$ cat src/rtl/if_pc_gen_if.sv
// Fetch-PC generator bus: redirect requests and stall in, fetch PC, flush and pending status out.
// With IF_PC_ALIGN_CHK_EN defined the bus also carries Addr_Err.
interface if_pc_gen_if #(
    parameter int ADDR_W = 32
);
    logic              Stall_IF;
    logic              Exc_Req;
    logic              Branch_Taken_MEM;
    logic [ADDR_W-1:0] Branch_Dest_MEM;
    logic              Jump_Control_ID;
    logic [ADDR_W-1:0] Jump_Dest_ID;
    logic [ADDR_W-1:0] PC_IF;
    logic [ADDR_W-1:0] PC_Plus_Inc_IF;
    logic              Flush_IF;
    logic              Redirect_Pend;
`ifdef IF_PC_ALIGN_CHK_EN
    logic              Addr_Err;
`endif

    modport master (
        output Stall_IF, Exc_Req, Branch_Taken_MEM, Branch_Dest_MEM,
               Jump_Control_ID, Jump_Dest_ID,
        input  PC_IF, PC_Plus_Inc_IF, Flush_IF, Redirect_Pend
`ifdef IF_PC_ALIGN_CHK_EN
       ,input  Addr_Err
`endif
    );

    modport slave (
        input  Stall_IF, Exc_Req, Branch_Taken_MEM, Branch_Dest_MEM,
               Jump_Control_ID, Jump_Dest_ID,
        output PC_IF, PC_Plus_Inc_IF, Flush_IF, Redirect_Pend
`ifdef IF_PC_ALIGN_CHK_EN
       ,output Addr_Err
`endif
    );
endinterface

$ cat src/rtl/if_pc_gen.sv
// IF-stage registered PC generator with exception/branch/jump/sequential selection and a stall redirect buffer.
// Optional target alignment check enabled by defining IF_PC_ALIGN_CHK_EN.
module if_pc_gen #(
    parameter int                ADDR_W    = 32,
    parameter int                INC       = 4,
    parameter logic [ADDR_W-1:0] RESET_VEC = '0,
    parameter logic [ADDR_W-1:0] EXC_VEC   = ADDR_W'(32'h0000_0180)
) (
    input  logic          Clk,
    input  logic          Reset,
    if_pc_gen_if.slave    bus
);

    localparam logic [ADDR_W-1:0] INC_W = ADDR_W'(INC);

    typedef enum logic {IDLE, PEND} state_e;

    state_e            state_q, state_d;
    logic [ADDR_W-1:0] pc_q, pc_d;
    logic [ADDR_W-1:0] pend_pc_q, pend_pc_d;
    logic              pend_exc_q, pend_exc_d;
`ifdef IF_PC_ALIGN_CHK_EN
    logic              addr_err_q, addr_err_d;
    logic              misaligned;
`endif

    logic              live;
    logic              apply;
    logic [ADDR_W-1:0] live_tgt;
    logic [ADDR_W-1:0] raw_tgt;
    logic [ADDR_W-1:0] redirect_pc;
    logic [ADDR_W-1:0] pc_plus_inc;

    assign live        = bus.Exc_Req | bus.Branch_Taken_MEM | bus.Jump_Control_ID;
    assign apply       = !bus.Stall_IF && (live || state_q == PEND);
    assign pc_plus_inc = pc_q + INC_W;

    // Live target is what gets buffered; raw target also weighs the buffer when it is released.
    always_comb begin
        // NOTE: every comb output gets a default first, so no path can infer a latch.
        live_tgt = bus.Jump_Dest_ID;
        if (bus.Exc_Req)               live_tgt = EXC_VEC;
        else if (bus.Branch_Taken_MEM) live_tgt = bus.Branch_Dest_MEM;

        raw_tgt = pend_pc_q;
        if (bus.Exc_Req)                          raw_tgt = EXC_VEC;
        else if (state_q == PEND && pend_exc_q)   raw_tgt = EXC_VEC;
        else if (bus.Branch_Taken_MEM)            raw_tgt = bus.Branch_Dest_MEM;
        else if (bus.Jump_Control_ID)             raw_tgt = bus.Jump_Dest_ID;
    end

`ifdef IF_PC_ALIGN_CHK_EN
    assign misaligned  = |raw_tgt[1:0];
    assign redirect_pc = misaligned ? EXC_VEC : raw_tgt;
`else
    assign redirect_pc = raw_tgt;
`endif

    // State register
    always_ff @(posedge Clk or posedge Reset) begin
        if (Reset) begin
            state_q    <= IDLE;
            pc_q       <= RESET_VEC;
            pend_pc_q  <= '0;
            pend_exc_q <= 1'b0;
`ifdef IF_PC_ALIGN_CHK_EN
            addr_err_q <= 1'b0;
`endif
        end else begin
            // NOTE: non-blocking so every flop samples the pre-edge values of the others.
            state_q    <= state_d;
            pc_q       <= pc_d;
            pend_pc_q  <= pend_pc_d;
            pend_exc_q <= pend_exc_d;
`ifdef IF_PC_ALIGN_CHK_EN
            addr_err_q <= addr_err_d;
`endif
        end
    end

    // Next-state and datapath
    always_comb begin
        state_d    = state_q;
        pc_d       = pc_q;
        pend_pc_d  = pend_pc_q;
        pend_exc_d = pend_exc_q;
`ifdef IF_PC_ALIGN_CHK_EN
        addr_err_d = apply && misaligned;
`endif
        unique case (state_q)
            IDLE: begin
                if (bus.Stall_IF) begin
                    if (live) begin
                        pend_pc_d  = live_tgt;
                        pend_exc_d = bus.Exc_Req;
                        state_d    = PEND;
                    end
                end else begin
                    pc_d = live ? redirect_pc : pc_plus_inc;
                end
            end
            PEND: begin
                if (bus.Stall_IF) begin
                    // A buffered exception may only be displaced by a newer exception.
                    if (live && (!pend_exc_q || bus.Exc_Req)) begin
                        pend_pc_d  = live_tgt;
                        pend_exc_d = bus.Exc_Req;
                    end
                end else begin
                    pc_d       = redirect_pc;
                    pend_exc_d = 1'b0;
                    state_d    = IDLE;
                end
            end
            default: state_d = IDLE;
        endcase
    end

    // Outputs
    always_comb begin
        bus.PC_IF          = pc_q;
        bus.PC_Plus_Inc_IF = pc_plus_inc;
        bus.Flush_IF       = !Reset && apply;
        bus.Redirect_Pend  = (state_q == PEND);
`ifdef IF_PC_ALIGN_CHK_EN
        bus.Addr_Err       = addr_err_q;
`endif
    end

endmodule

$ cat src/flat_wrapper.sv
// flat-port wrapper written by rule: the top's interface ports become plain ports
module if_pc_gen_flat 
#(
    parameter int                ADDR_W    = 32,
    parameter int                INC       = 4,
    parameter logic [ADDR_W-1:0] RESET_VEC = '0,
    parameter logic [ADDR_W-1:0] EXC_VEC   = ADDR_W'(32'h0000_0180)
)
  (Clk, Reset, bus_Stall_IF, bus_Exc_Req, bus_Branch_Taken_MEM, bus_Branch_Dest_MEM, bus_Jump_Control_ID, bus_Jump_Dest_ID, bus_PC_IF, bus_PC_Plus_Inc_IF, bus_Flush_IF, bus_Redirect_Pend);
  if_pc_gen_if #(.ADDR_W(ADDR_W)) bus_i ();
  input  logic Clk;
  input  logic Reset;
  input wire logic [$bits(bus_i.Stall_IF)-1:0] bus_Stall_IF;
  input wire logic [$bits(bus_i.Exc_Req)-1:0] bus_Exc_Req;
  input wire logic [$bits(bus_i.Branch_Taken_MEM)-1:0] bus_Branch_Taken_MEM;
  input wire logic [$bits(bus_i.Branch_Dest_MEM)-1:0] bus_Branch_Dest_MEM;
  input wire logic [$bits(bus_i.Jump_Control_ID)-1:0] bus_Jump_Control_ID;
  input wire logic [$bits(bus_i.Jump_Dest_ID)-1:0] bus_Jump_Dest_ID;
  output wire logic [$bits(bus_i.PC_IF)-1:0] bus_PC_IF;
  output wire logic [$bits(bus_i.PC_Plus_Inc_IF)-1:0] bus_PC_Plus_Inc_IF;
  output wire logic [$bits(bus_i.Flush_IF)-1:0] bus_Flush_IF;
  output wire logic [$bits(bus_i.Redirect_Pend)-1:0] bus_Redirect_Pend;
  assign bus_i.Stall_IF = bus_Stall_IF;
  assign bus_i.Exc_Req = bus_Exc_Req;
  assign bus_i.Branch_Taken_MEM = bus_Branch_Taken_MEM;
  assign bus_i.Branch_Dest_MEM = bus_Branch_Dest_MEM;
  assign bus_i.Jump_Control_ID = bus_Jump_Control_ID;
  assign bus_i.Jump_Dest_ID = bus_Jump_Dest_ID;
  assign bus_PC_IF = bus_i.PC_IF;
  assign bus_PC_Plus_Inc_IF = bus_i.PC_Plus_Inc_IF;
  assign bus_Flush_IF = bus_i.Flush_IF;
  assign bus_Redirect_Pend = bus_i.Redirect_Pend;
  if_pc_gen #(.ADDR_W(ADDR_W), .INC(INC), .RESET_VEC(RESET_VEC), .EXC_VEC(EXC_VEC)) u_core (.Clk(Clk), .Reset(Reset), .bus(bus_i));
endmodule
$ cat config.mk
export PLATFORM = sky130hd
export DESIGN_NAME = if_pc_gen_flat
export DESIGN_NICKNAME = d
export VERILOG_FILES = /design/src/rtl/if_pc_gen_if.sv /design/src/rtl/if_pc_gen.sv /design/src/flat_wrapper.sv
export SDC_FILE = /design/constraint.sdc
export NUM_CORES = 1
export LEC_CHECK = 0
export CORE_UTILIZATION = 48
export DETAILED_ROUTE_END_ITERATION = 10
export GPL_TIMING_DRIVEN = 0
export HOLD_SLACK_MARGIN = 0.15
export PLACE_DENSITY = 0.79
export SKIP_CTS_REPAIR_TIMING = 1
export SYNTH_ARGS = -nofsm -noshare
export SYNTH_HDL_FRONTEND = slang
export SYNTH_SLANG_ARGS = --single-unit
$ cat constraint.sdc
create_clock -name Clk -period 2.9 [get_ports Clk]
set_input_delay 0.725 -clock Clk [delete_from_list [all_inputs] [get_ports Clk]]
set_output_delay 0.725 -clock Clk [all_outputs]
set_load 0.05 [all_outputs]
==> summary.txt, run 1 <==
top-area cell type share of the netlist area: 36.19%
mean post-synth cell area: 8.466 um^2
DRT Pass-1 Iters: 5
crit-path most repeated cell: or4_4
share of layout cells above drive strength 1: 20.73%
r2r setup slk: 0.60 ns
HPWL after DPL: 11,450 um
fmax: 321.6 MHz
Cells after DPL: 800
CTS clk-pin slew, worst paths: 0.07 ns
Worst Tran Pin Value: 0.8670 ns
Buf/Inv on CP: 1
fin crit period: 3.110 ns
vias: 5,092
Psw: 1193 uW
Setup crit end kind: primary output
post-route insts no fill: 843
Synth Net Count: 610
vias in the first global route: 4,720
clk sinks: 66
gpl congestion: 0.9030
Sw Ratio: 38.24%
status: finished, violations left
Die Area: 0.009900 mm^2
worst min path class: reg2reg
H-tree depth reported by CTS: 3
Worst path depth: 6
clock share of power: 27.0%
TritonCTS clock tree: built
max incr delay on CP: 0.56 ns
Setup WS post-layout: -0.2097 ns
slowest cell on the critical path: or4_4
global route overflow: 0
uppermost layer routed: met4
ant diodes: 0
Die Ht: 99.50 um
met3 WL: 1345 um
Final setup viols: 10
ANT nets after route: 0
wire length of the first global-routing pass: 24,210 um
Synth Cell Area: 0.004563 mm^2
row count: 35
drt total wl: 15,930 um
CORE AREA: 0.009240 mm^2
Synth area leaders: dfrtp_1, mux2i_1, nand2_1, o31ai_1, o21ai_0
initial antenna violation count: 0
PwrDens: 454.5 mW/mm^2
fill cell count: 713
failing checks: negative setup slack
total power: 3119 uW
CP Data Required Time: 2.17 ns
delay-heaviest family, CP: simple AND/OR/NAND/NOR gates
unrepaired setup endpoints after global routing: true
Pleak: 0.002995 uW
GRT Overall Usage: 31.80%
wire per inst: 18.90 um
die width: 99.50 um
Top FF cell, synth: dfrtp_1
Hold Vio Cnt, Final: 0
DRC: 0
Slew HR: 42.20%
number of synthesized flops with an enable pin: 0
WP data arrival: 2.38 ns
VDD IR max: 0.2702 mV
Async SR Flop Fraction: 100.0%
cells along the critical path: ha_4 > nand3_2 > or4_4 > or4_4 > xnor2_4 > buf_6
met2 wire len: 7816 um
Clock Skews: 0.009513 ns
Mapped Cells: 539
PortBufs: 132
Root Driver: clkbuf_8
most frequent cell after synthesis: nand2_1
largest net degree at the start of global routing: 67
nets@finish: 780
post-synth top area cell: dfrtp_1
combinational power share: 36.3%
IO Pins: 136
R2R cell count: 6
Synth cell types: 53
Worst setup SP type: flop
crit path launch: u_core.bus.PC_IF[2]
DRT iter0 DRCs: 390
sequential share of power: 36.6%
met1 wire length: 6318 um
max cap viols: 0
Post-synth top cells: nand2_1, dfrtp_1, mux2i_1
internal power: 1926 uW
Skew-Pair Late Insertion Delay: 0.35 ns
total CTS buffers: 9
pre-CTS WS: -0.8118 ns
Critical Path End: bus_PC_Plus_Inc_IF[30]
Setup CP Type: reg2out
Ys Warns: 0
#FFs+latches synth: 66
Initial Utilization: 49.38%
part of the cycle the worst path needs: 107.2%
Worst R2R Start: u_core.bus.PC_IF[2]
reg-to-reg critical path endpoint: u_core.bus.PC_IF[30]
Layout area overhead: 50.37%
multi-input gate area in the final layout: 0.003083 mm^2
worst-case clock buffer depth: 2
Max Slew Vio Count: 0
Storage cell area: 0.001674 mm^2
vias per inst: 6.040
CP max FO: 5
sequential fraction of the synthesis area: 36.19%
## worst reg2reg max path: cells and delay by family (launching register included)
kind	cells	cell delay (ns)
and+or+nand+nor	5	1.63
DFF	1	0.42
adders and majority gates	1	0.18
## cell type report
class / instances / share of cell area [%]
clock buffer: 14 / 2.516
inverter: 9 / 0.5288
timing repair buffer: 164 / 21.99
sequential: 66 / 24.40
multi-input combinational: 416 / 44.93
buffer: 43 / 2.772
clock inverter: 2 / 0.5106
tap: 129 / 2.352
## cell families after synthesis
family	share of synthesized area, %
adder cells (fa/ha/maj)	0.2742
multiplexers	13.38
buffers and inverters	4.908
AO/OA/AOI/OAI	20.84
AND/OR/NAND/NOR	19.03
flip-flops	36.19
XOR/XNOR	5.374
## layout by cell type (no fill, tap or decap), types with 3 or more instances in the layout
cell	count
clkbuf_8	12
a22oi_1	7
or4_1	5
clkbuf_1	33
o311ai_0	6
nor2b_1	4
nand3_2	3
dfrtp_2	18
buf_4	35
nand4_1	7
nand3_1	17
nor2_2	3
buf_1	3
xnor2_2	12
dfrtp_1	48
dlymetal6s2s_1	6
xor2_4	6
nand2_1	77
xnor2_1	5
nor2_4	4
nor3_1	3
a21o_1	5
o21ai_0	44
buf_6	6
o22ai_1	3
clkdlybuf4s50_1	104
clkbuf_2	12
clkbuf_4	6
nor2_1	31
mux2i_1	61
a21oi_1	26
a221o_1	5
and3_1	3
or4_4	3
buf_2	4
inv_1	6
o31ai_1	30
## sequential cells by signal (all words and copies together), names as in the netlist
signal / count
u_core.pend_pc_q: 32
u_core.bus.PC_IF: 32
u_core.pend_exc_q: 1
u_core.bus.Redirect_Pend: 1
## power by group through the flow
stage	clock, uW	combinational (uW)	sequential (uW)
detailed placement	0	1090	1150
floorplan	0	544	1290
global route	872	1190	1160
global placement	0	1080	1150
finish	843	1130	1140
CTS	837	1100	1130
## worst min-delay path by stage
stage / start / endpoint / cells past startpoint
6_report: u_core.pend_pc_q[1] / u_core.pend_pc_q[1] / 2
3_5_place_dp: u_core.pend_pc_q[10] / u_core.pend_pc_q[10] / 2
5_1_grt: u_core.pend_pc_q[10] / u_core.pend_pc_q[10] / 2
2_1_floorplan: u_core.pend_pc_q[7] / u_core.pend_pc_q[7] / 2
3_3_place_gp: u_core.pend_pc_q[8] / u_core.pend_pc_q[8] / 2
4_1_cts: u_core.pend_pc_q[29] / u_core.pend_pc_q[29] / 2
## metrics by stage
step	instance area, um^2	hold slack (ns)	TNS (ns)	utilization (%)
2_1_floorplan	4876	0.4422	-0.1913	-
3_3_place_gp	6359	0.4543	-65.62	68.82
3_5_place_dp	6361	0.4660	-12.53	68.84
4_1_cts	6569	0.4814	-21.83	71.09
5_1_grt	6862	0.5011	-1.761	74.26
6_report	6862	0.4776	-0.8706	74.26
## layer usage
layer,up-vias,GRT usage (%)
met2,312,52.46
li1,2310,-
met3,40,5.622
met5,-,0
met1,2430,41.59
met4,0,12.78
(Power assumes the default switching activity.)
==> run 2: changes to the inputs <==
Settings changed: CORE_UTILIZATION 48 to 49, CTS_BUF_LIST set to sky130_fd_sc_hd__clkbuf_2 sky130_fd_sc_hd__clkbuf_4 sky130_fd_sc_hd__clkbuf_8, PLACE_DENSITY 0.79 to 0.81.
==> summary.txt, run 2 (synthesis results as in run 1) <==
status: finished, violations left (unchanged)
failing checks: negative setup slack (unchanged)
Die Ht: 98.50 um (was 99.50 um)
share of layout cells above drive strength 1: 21.29% (was 20.73%)
IO Pins: 136 (unchanged)
ANT nets after route: 0 (unchanged)
Max Slew Vio Count: 0 (unchanged)
Clock Skews: 0.01278 ns (was 0.009513 ns)
nets@finish: 780 (unchanged)
Pleak: 0.002993 uW (was 0.002995 uW)
worst-case clock buffer depth: 2 (unchanged)
drt total wl: 16,630 um (was 15,930 um)
Setup CP Type: reg2out (unchanged)
TritonCTS clock tree: built (unchanged)
CORE AREA: 0.008848 mm^2 (was 0.009240 mm^2)
r2r setup slk: 0.48 ns (was 0.60 ns)
initial antenna violation count: 0 (unchanged)
setup_tns: -0.8394 ns (was -0.8706 ns)
WP data arrival: 2.45 ns (was 2.38 ns)
DRT iter0 DRCs: 574 (was 390)
HPWL after DPL: 11,540 um (was 11,450 um)
CP max FO: 7 (was 5)
fin crit period: 3.171 ns (was 3.110 ns)
unrepaired setup endpoints after global routing: true (unchanged)
vias in the first global route: 4,806 (was 4,720)
GRT Overall Usage: 32.64% (was 31.80%)
Setup WS post-layout: -0.2715 ns (was -0.2097 ns)
PortBufs: 132 (unchanged)
Layout area overhead: 50.56% (was 50.37%)
total CTS buffers: 9 (unchanged)
Worst Tran Pin Value: 0.8543 ns (was 0.8670 ns)
Slew HR: 43.05% (was 42.20%)
Hold Vio Cnt, Final: 0 (unchanged)
commonest non-fill, non-tap cell in the layout: clkdlybuf4s50_1 (unchanged)
Skew-Pair Late Insertion Delay: 0.36 ns (was 0.35 ns)
worst min path class: reg2reg (unchanged)
DRT Pass-1 Iters: 8 (was 5)
multi-input gate area in the final layout: 0.003087 mm^2 (was 0.003083 mm^2)
Initial Utilization: 51.57% (was 49.38%)
most frequent cells in the layout: clkdlybuf4s50_1, nand2_1, mux2i_1, o21ai_0, dfrtp_1 (was clkdlybuf4s50_1, nand2_1, mux2i_1, dfrtp_1, o21ai_0)
DRC: 0 (unchanged)
VDD IR max: 0.3746 mV (was 0.2702 mV)
H-tree depth reported by CTS: 3 (unchanged)
PwrDens: 459.3 mW/mm^2 (was 454.5 mW/mm^2)
CTS clk-pin slew, worst paths: 0.07 ns (about the same)
Storage cell area: 0.001679 mm^2 (was 0.001674 mm^2)
vias per inst: 6.361 (was 6.040)
largest net degree at the start of global routing: 67 (unchanged)
global route overflow: 0 (unchanged)
Setup crit end kind: primary output (unchanged)
Final setup viols: 10 (unchanged)
row count: 34 (was 35)
wire length of the first global-routing pass: 24,550 um (was 24,210 um)
ant diodes: 0 (unchanged)
Root Driver: clkbuf_8 (unchanged)
final hold slack: 0.4813 ns (was 0.4776 ns)
fmax: 315.3 MHz (was 321.6 MHz)
wire per inst: 20.23 um (was 18.90 um)
Worst setup SP type: flop (unchanged)
Die Area: 0.009702 mm^2 (was 0.009900 mm^2)
gpl congestion: 0.9029 (was 0.9030)
CP Data Required Time: 2.17 ns (about the same)
part of the cycle the worst path needs: 109.4% (was 107.2%)
total power: 3156 uW (was 3119 uW)
fill cell count: 618 (was 713)
vias: 5,229 (was 5,092)
die width: 98.50 um (was 99.50 um)
clk sinks: 66 (unchanged)
max cap viols: 0 (unchanged)
## run 2: per-stage QoR
step	worst slack [ns]	area (um^2)	cells	utilization, %
2_1_floorplan	-0.1793	4876	539	-
3_3_place_gp	-0.9957	6332	779	71.56
3_5_place_dp	-0.8500	6335	779	71.59
4_1_cts	-1.219	6554	795	74.07
5_1_grt	-0.3209	6870	822	77.64
6_report	-0.2715	6870	822	77.64
## run 2: path summary, 6_finish.rpt
kind                                                from                     end  cells after the start
min in group asynchronous                          Reset    u_core.bus.PC_IF[27]                      2
worst max-delay path                 u_core.bus.PC_IF[2]  bus_PC_Plus_Inc_IF[30]                      6
worst min register to register      u_core.pend_pc_q[27]    u_core.pend_pc_q[27]                      2
worst min-delay path                u_core.pend_pc_q[27]    u_core.pend_pc_q[27]                      2
worst max register to register  u_core.bus.Redirect_Pend    u_core.bus.PC_IF[31]                      6
max in group asynchronous                          Reset     u_core.bus.PC_IF[3]                      2
## run 2: where the power goes
group          total (uW)  internal, uW  switching (uW)
Combinational        1150           447             704
Clock                 859           479             380
Sequential           1150          1020             124
Total                3160          1950            1210
## run 2: area by class of cell
class / instances / share of cell area, %
well taps: 108 / 1.967
plain buffers: 43 / 2.823
clock inverters: 3 / 0.6738
inverters: 9 / 0.5281
flip-flops and latches: 66 / 24.44
clock buffers: 13 / 2.513
multi-input cells: 416 / 44.93
repair buffers: 164 / 22.13
## run 2: critical path: stages, from the launching register on
cell	delay, ns
dfrtp_2	0.44
ha_4	0.20
nand3_1	0.10
or4_4	0.48
or4_4	0.55
xnor2_4	0.15
buf_6	0.17
## run 2: per-layer routing
| layer | track usage (%) | wire length (um) | share of wire, % |
|---|---|---|---|
| met5 | 0 | 0 | 0 |
| met1 | 42.44 | 6378 | 38 |
| met4 | 15.27 | 542 | 3.3 |
| met2 | 52.55 | 8032 | 48 |
| met3 | 6.667 | 1675 | 10 |
==> run 3: changes to the inputs <==
Settings changed: CAP_MARGIN set to 20, GPL_TIMING_DRIVEN 0 to not set.
==> summary.txt, run 3 (synthesis results as in run 1) <==
status: finished, violations left (unchanged)
failing checks: design-rule violations, negative setup slack (was negative setup slack)
fill cell count: 566 (was 618)
GRT Overall Usage: 31.15% (was 32.64%)
WP data arrival: 2.29 ns (was 2.45 ns)
CP Data Required Time: 2.17 ns (about the same)
Root Driver: clkbuf_8 (unchanged)
GR Util met1: 42.27% (was 42.44%)
wire per inst: 19.19 um (was 20.23 um)
Slew HR: 45.94% (was 43.05%)
ant diodes: 0 (unchanged)
Setup WS post-layout: -0.1177 ns (was -0.2715 ns)
slowest cell on the critical path: or4_4 (unchanged)
global route overflow: 0 (unchanged)
met3 Track Usage GR: 5.319% (was 6.667%)
Hold Vio Cnt, Final: 0 (unchanged)
Skew-Pair Late Insertion Delay: 0.34 ns (was 0.36 ns)
TritonCTS clock tree: built (unchanged)
die width: 98.50 um (unchanged)
Storage cell area: 0.001675 mm^2 (was 0.001679 mm^2)
Clock Skews: 0.01020 ns (was 0.01278 ns)
share of layout cells above drive strength 1: 25.50% (was 21.29%)
Final setup viols: 2 (was 10)
IO Pins: 136 (unchanged)
PortBufs: 135 (was 132)
DRT Pass-1 Iters: 9 (was 8)
gr busiest metal: met2 (unchanged)
worst min path class: reg2reg (unchanged)
initial antenna violation count: 0 (unchanged)
CP max FO: 4 (was 7)
Worst setup SP type: flop (unchanged)
part of the cycle the worst path needs: 104.1% (was 109.4%)
ANT nets after route: 0 (unchanged)
Cells after DPL: 768 (was 779)
vias: 5,017 (was 5,229)
unrepaired setup endpoints after global routing: true (unchanged)
total CTS buffers: 9 (unchanged)
Pleak: 0.003115 uW (was 0.002993 uW)
Setup CP Type: reg2out (unchanged)
CTS clk-pin slew, worst paths: 0.08 ns (was 0.07 ns)
PwrDens: 445.3 mW/mm^2 (was 459.3 mW/mm^2)
worst-case clock buffer depth: 2 (unchanged)
Setup crit end kind: primary output (unchanged)
vias in the first global route: 4,662 (was 4,806)
largest net degree at the start of global routing: 99 (was 67)
fin crit period: 3.018 ns (was 3.171 ns)
final hold slack: 0.4769 ns (was 0.4813 ns)
wire length of the first global-routing pass: 23,960 um (was 24,550 um)
Worst Tran Pin Value: 0.8079 ns (was 0.8543 ns)
drt total wl: 15,620 um (was 16,630 um)
max cap viols: 0 (unchanged)
cells along the critical path: ha_4 > nand3_2 > or4_4 > or4_4 > xnor2_4 > buf_12 (was ha_4 > nand3_1 > or4_4 > or4_4 > xnor2_4 > buf_6)
H-tree depth reported by CTS: 3 (unchanged)
most frequent cells in the layout: clkdlybuf4s50_1, nand2_1, buf_4, mux2i_1, dfrtp_1 (was clkdlybuf4s50_1, nand2_1, mux2i_1, o21ai_0, dfrtp_1)
VDD IR max: 0.2532 mV (was 0.3746 mV)
row count: 34 (unchanged)
Layout area overhead: 57.44% (was 50.56%)
crit-path most repeated cell: or4_4 (unchanged)
max incr delay on CP: 0.48 ns (was 0.55 ns)
Initial Utilization: 51.57% (unchanged)
HPWL after DPL: 11,010 um (was 11,540 um)
post-route insts no fill: 814 (was 822)
DRT iter0 DRCs: 491 (was 574)
fmax: 331.4 MHz (was 315.3 MHz)
DRC: 7 (was 0)
Layout Utilization: 81.19% (was 77.64%)
M2 GR Usage: 50.27% (was 52.55%)
gpl congestion: 0.8868 (was 0.9029)
setup_tns: -0.1696 ns (was -0.8394 ns)
vias per inst: 6.163 (was 6.361)
Die Area: 0.009702 mm^2 (unchanged)
nets@finish: 773 (was 780)
Buf/Inv on CP: 1 (unchanged)
total power: 3199 uW (was 3156 uW)
delay-heaviest family, CP: simple AND/OR/NAND/NOR gates (unchanged)
CORE AREA: 0.008848 mm^2 (unchanged)
clk sinks: 66 (unchanged)
multi-input gate area in the final layout: 0.003065 mm^2 (was 0.003087 mm^2)
Die Ht: 98.50 um (unchanged)
commonest non-fill, non-tap cell in the layout: clkdlybuf4s50_1 (unchanged)
Max Slew Vio Count: 0 (unchanged)
[run 3: changes by cell type in the layout (fill, tap and decap cells not counted), moves of 4 or more]
cell,previous run,this run
clkbuf_1,32,0
buf_4,35,65
buf_12,0,24
clkbuf_4,9,1
clkbuf_2,8,1
buf_6,9,3
dlymetal6s2s_1,5,1
[run 3: cell type report]
cell class,instances,share of cell area [%]
clock buffers,12,2.212
clock inverters,3,0.5573
inverters,9,0.4702
multi-input cells,416,42.67
flip-flops and latches,66,23.32
well taps,108,1.881
repair buffers,200,28.89
[run 3: per-stage QoR]
| stage | cell area, um^2 | setup slack, ns |
|---|---|---|
| after floorplan | 4876 | -0.1793 |
| after detailed placement | 6666 | 0.03390 |
| after CTS | 6865 | -0.2506 |
| final | 7184 | -0.1177 |
| after global placement | 6666 | 0.06756 |
| after global routing | 7184 | -0.1773 |
[run 3: path summary, 6_finish.rpt]
kind / start / end / slack (ns) / cells past startpoint
max: u_core.bus.PC_IF[2] / bus_PC_Plus_Inc_IF[30] / -0.12 / 6
min: u_core.pend_pc_q[9] / u_core.pend_pc_q[9] / 0.48 / 2
max reg2reg: u_core.bus.PC_IF[2] / u_core.bus.PC_IF[30] / 0.71 / 6
min reg2reg: u_core.pend_pc_q[9] / u_core.pend_pc_q[9] / 0.48 / 2
max in group asynchronous: Reset / u_core.bus.PC_IF[22] / 1.44 / 3
min in group asynchronous: Reset / u_core.bus.PC_IF[26] / 0.83 / 2
[run 3: tightest hold or removal path: stages (launching register included)]
cell     delay [ns]
dfrtp_1        0.34
nand2_1        0.05
o31ai_1        0.05
[run 3: power breakdown]
part / total (uW) / switching (uW) / internal [uW] / leakage (uW)
registers: 1120 / 102 / 1020 / 0.000833
logic: 1270 / 730 / 540 / 0.00218
clock network: 806 / 359 / 447 / 0.000106
[run 3: layer usage]
layer / routed length, um / vias to the layer above
met2: 7712 / 282
met4: 413 / 0
met1: 6145 / 2406
met3: 1347 / 43
met5: 0 / -
li1: - / 2286
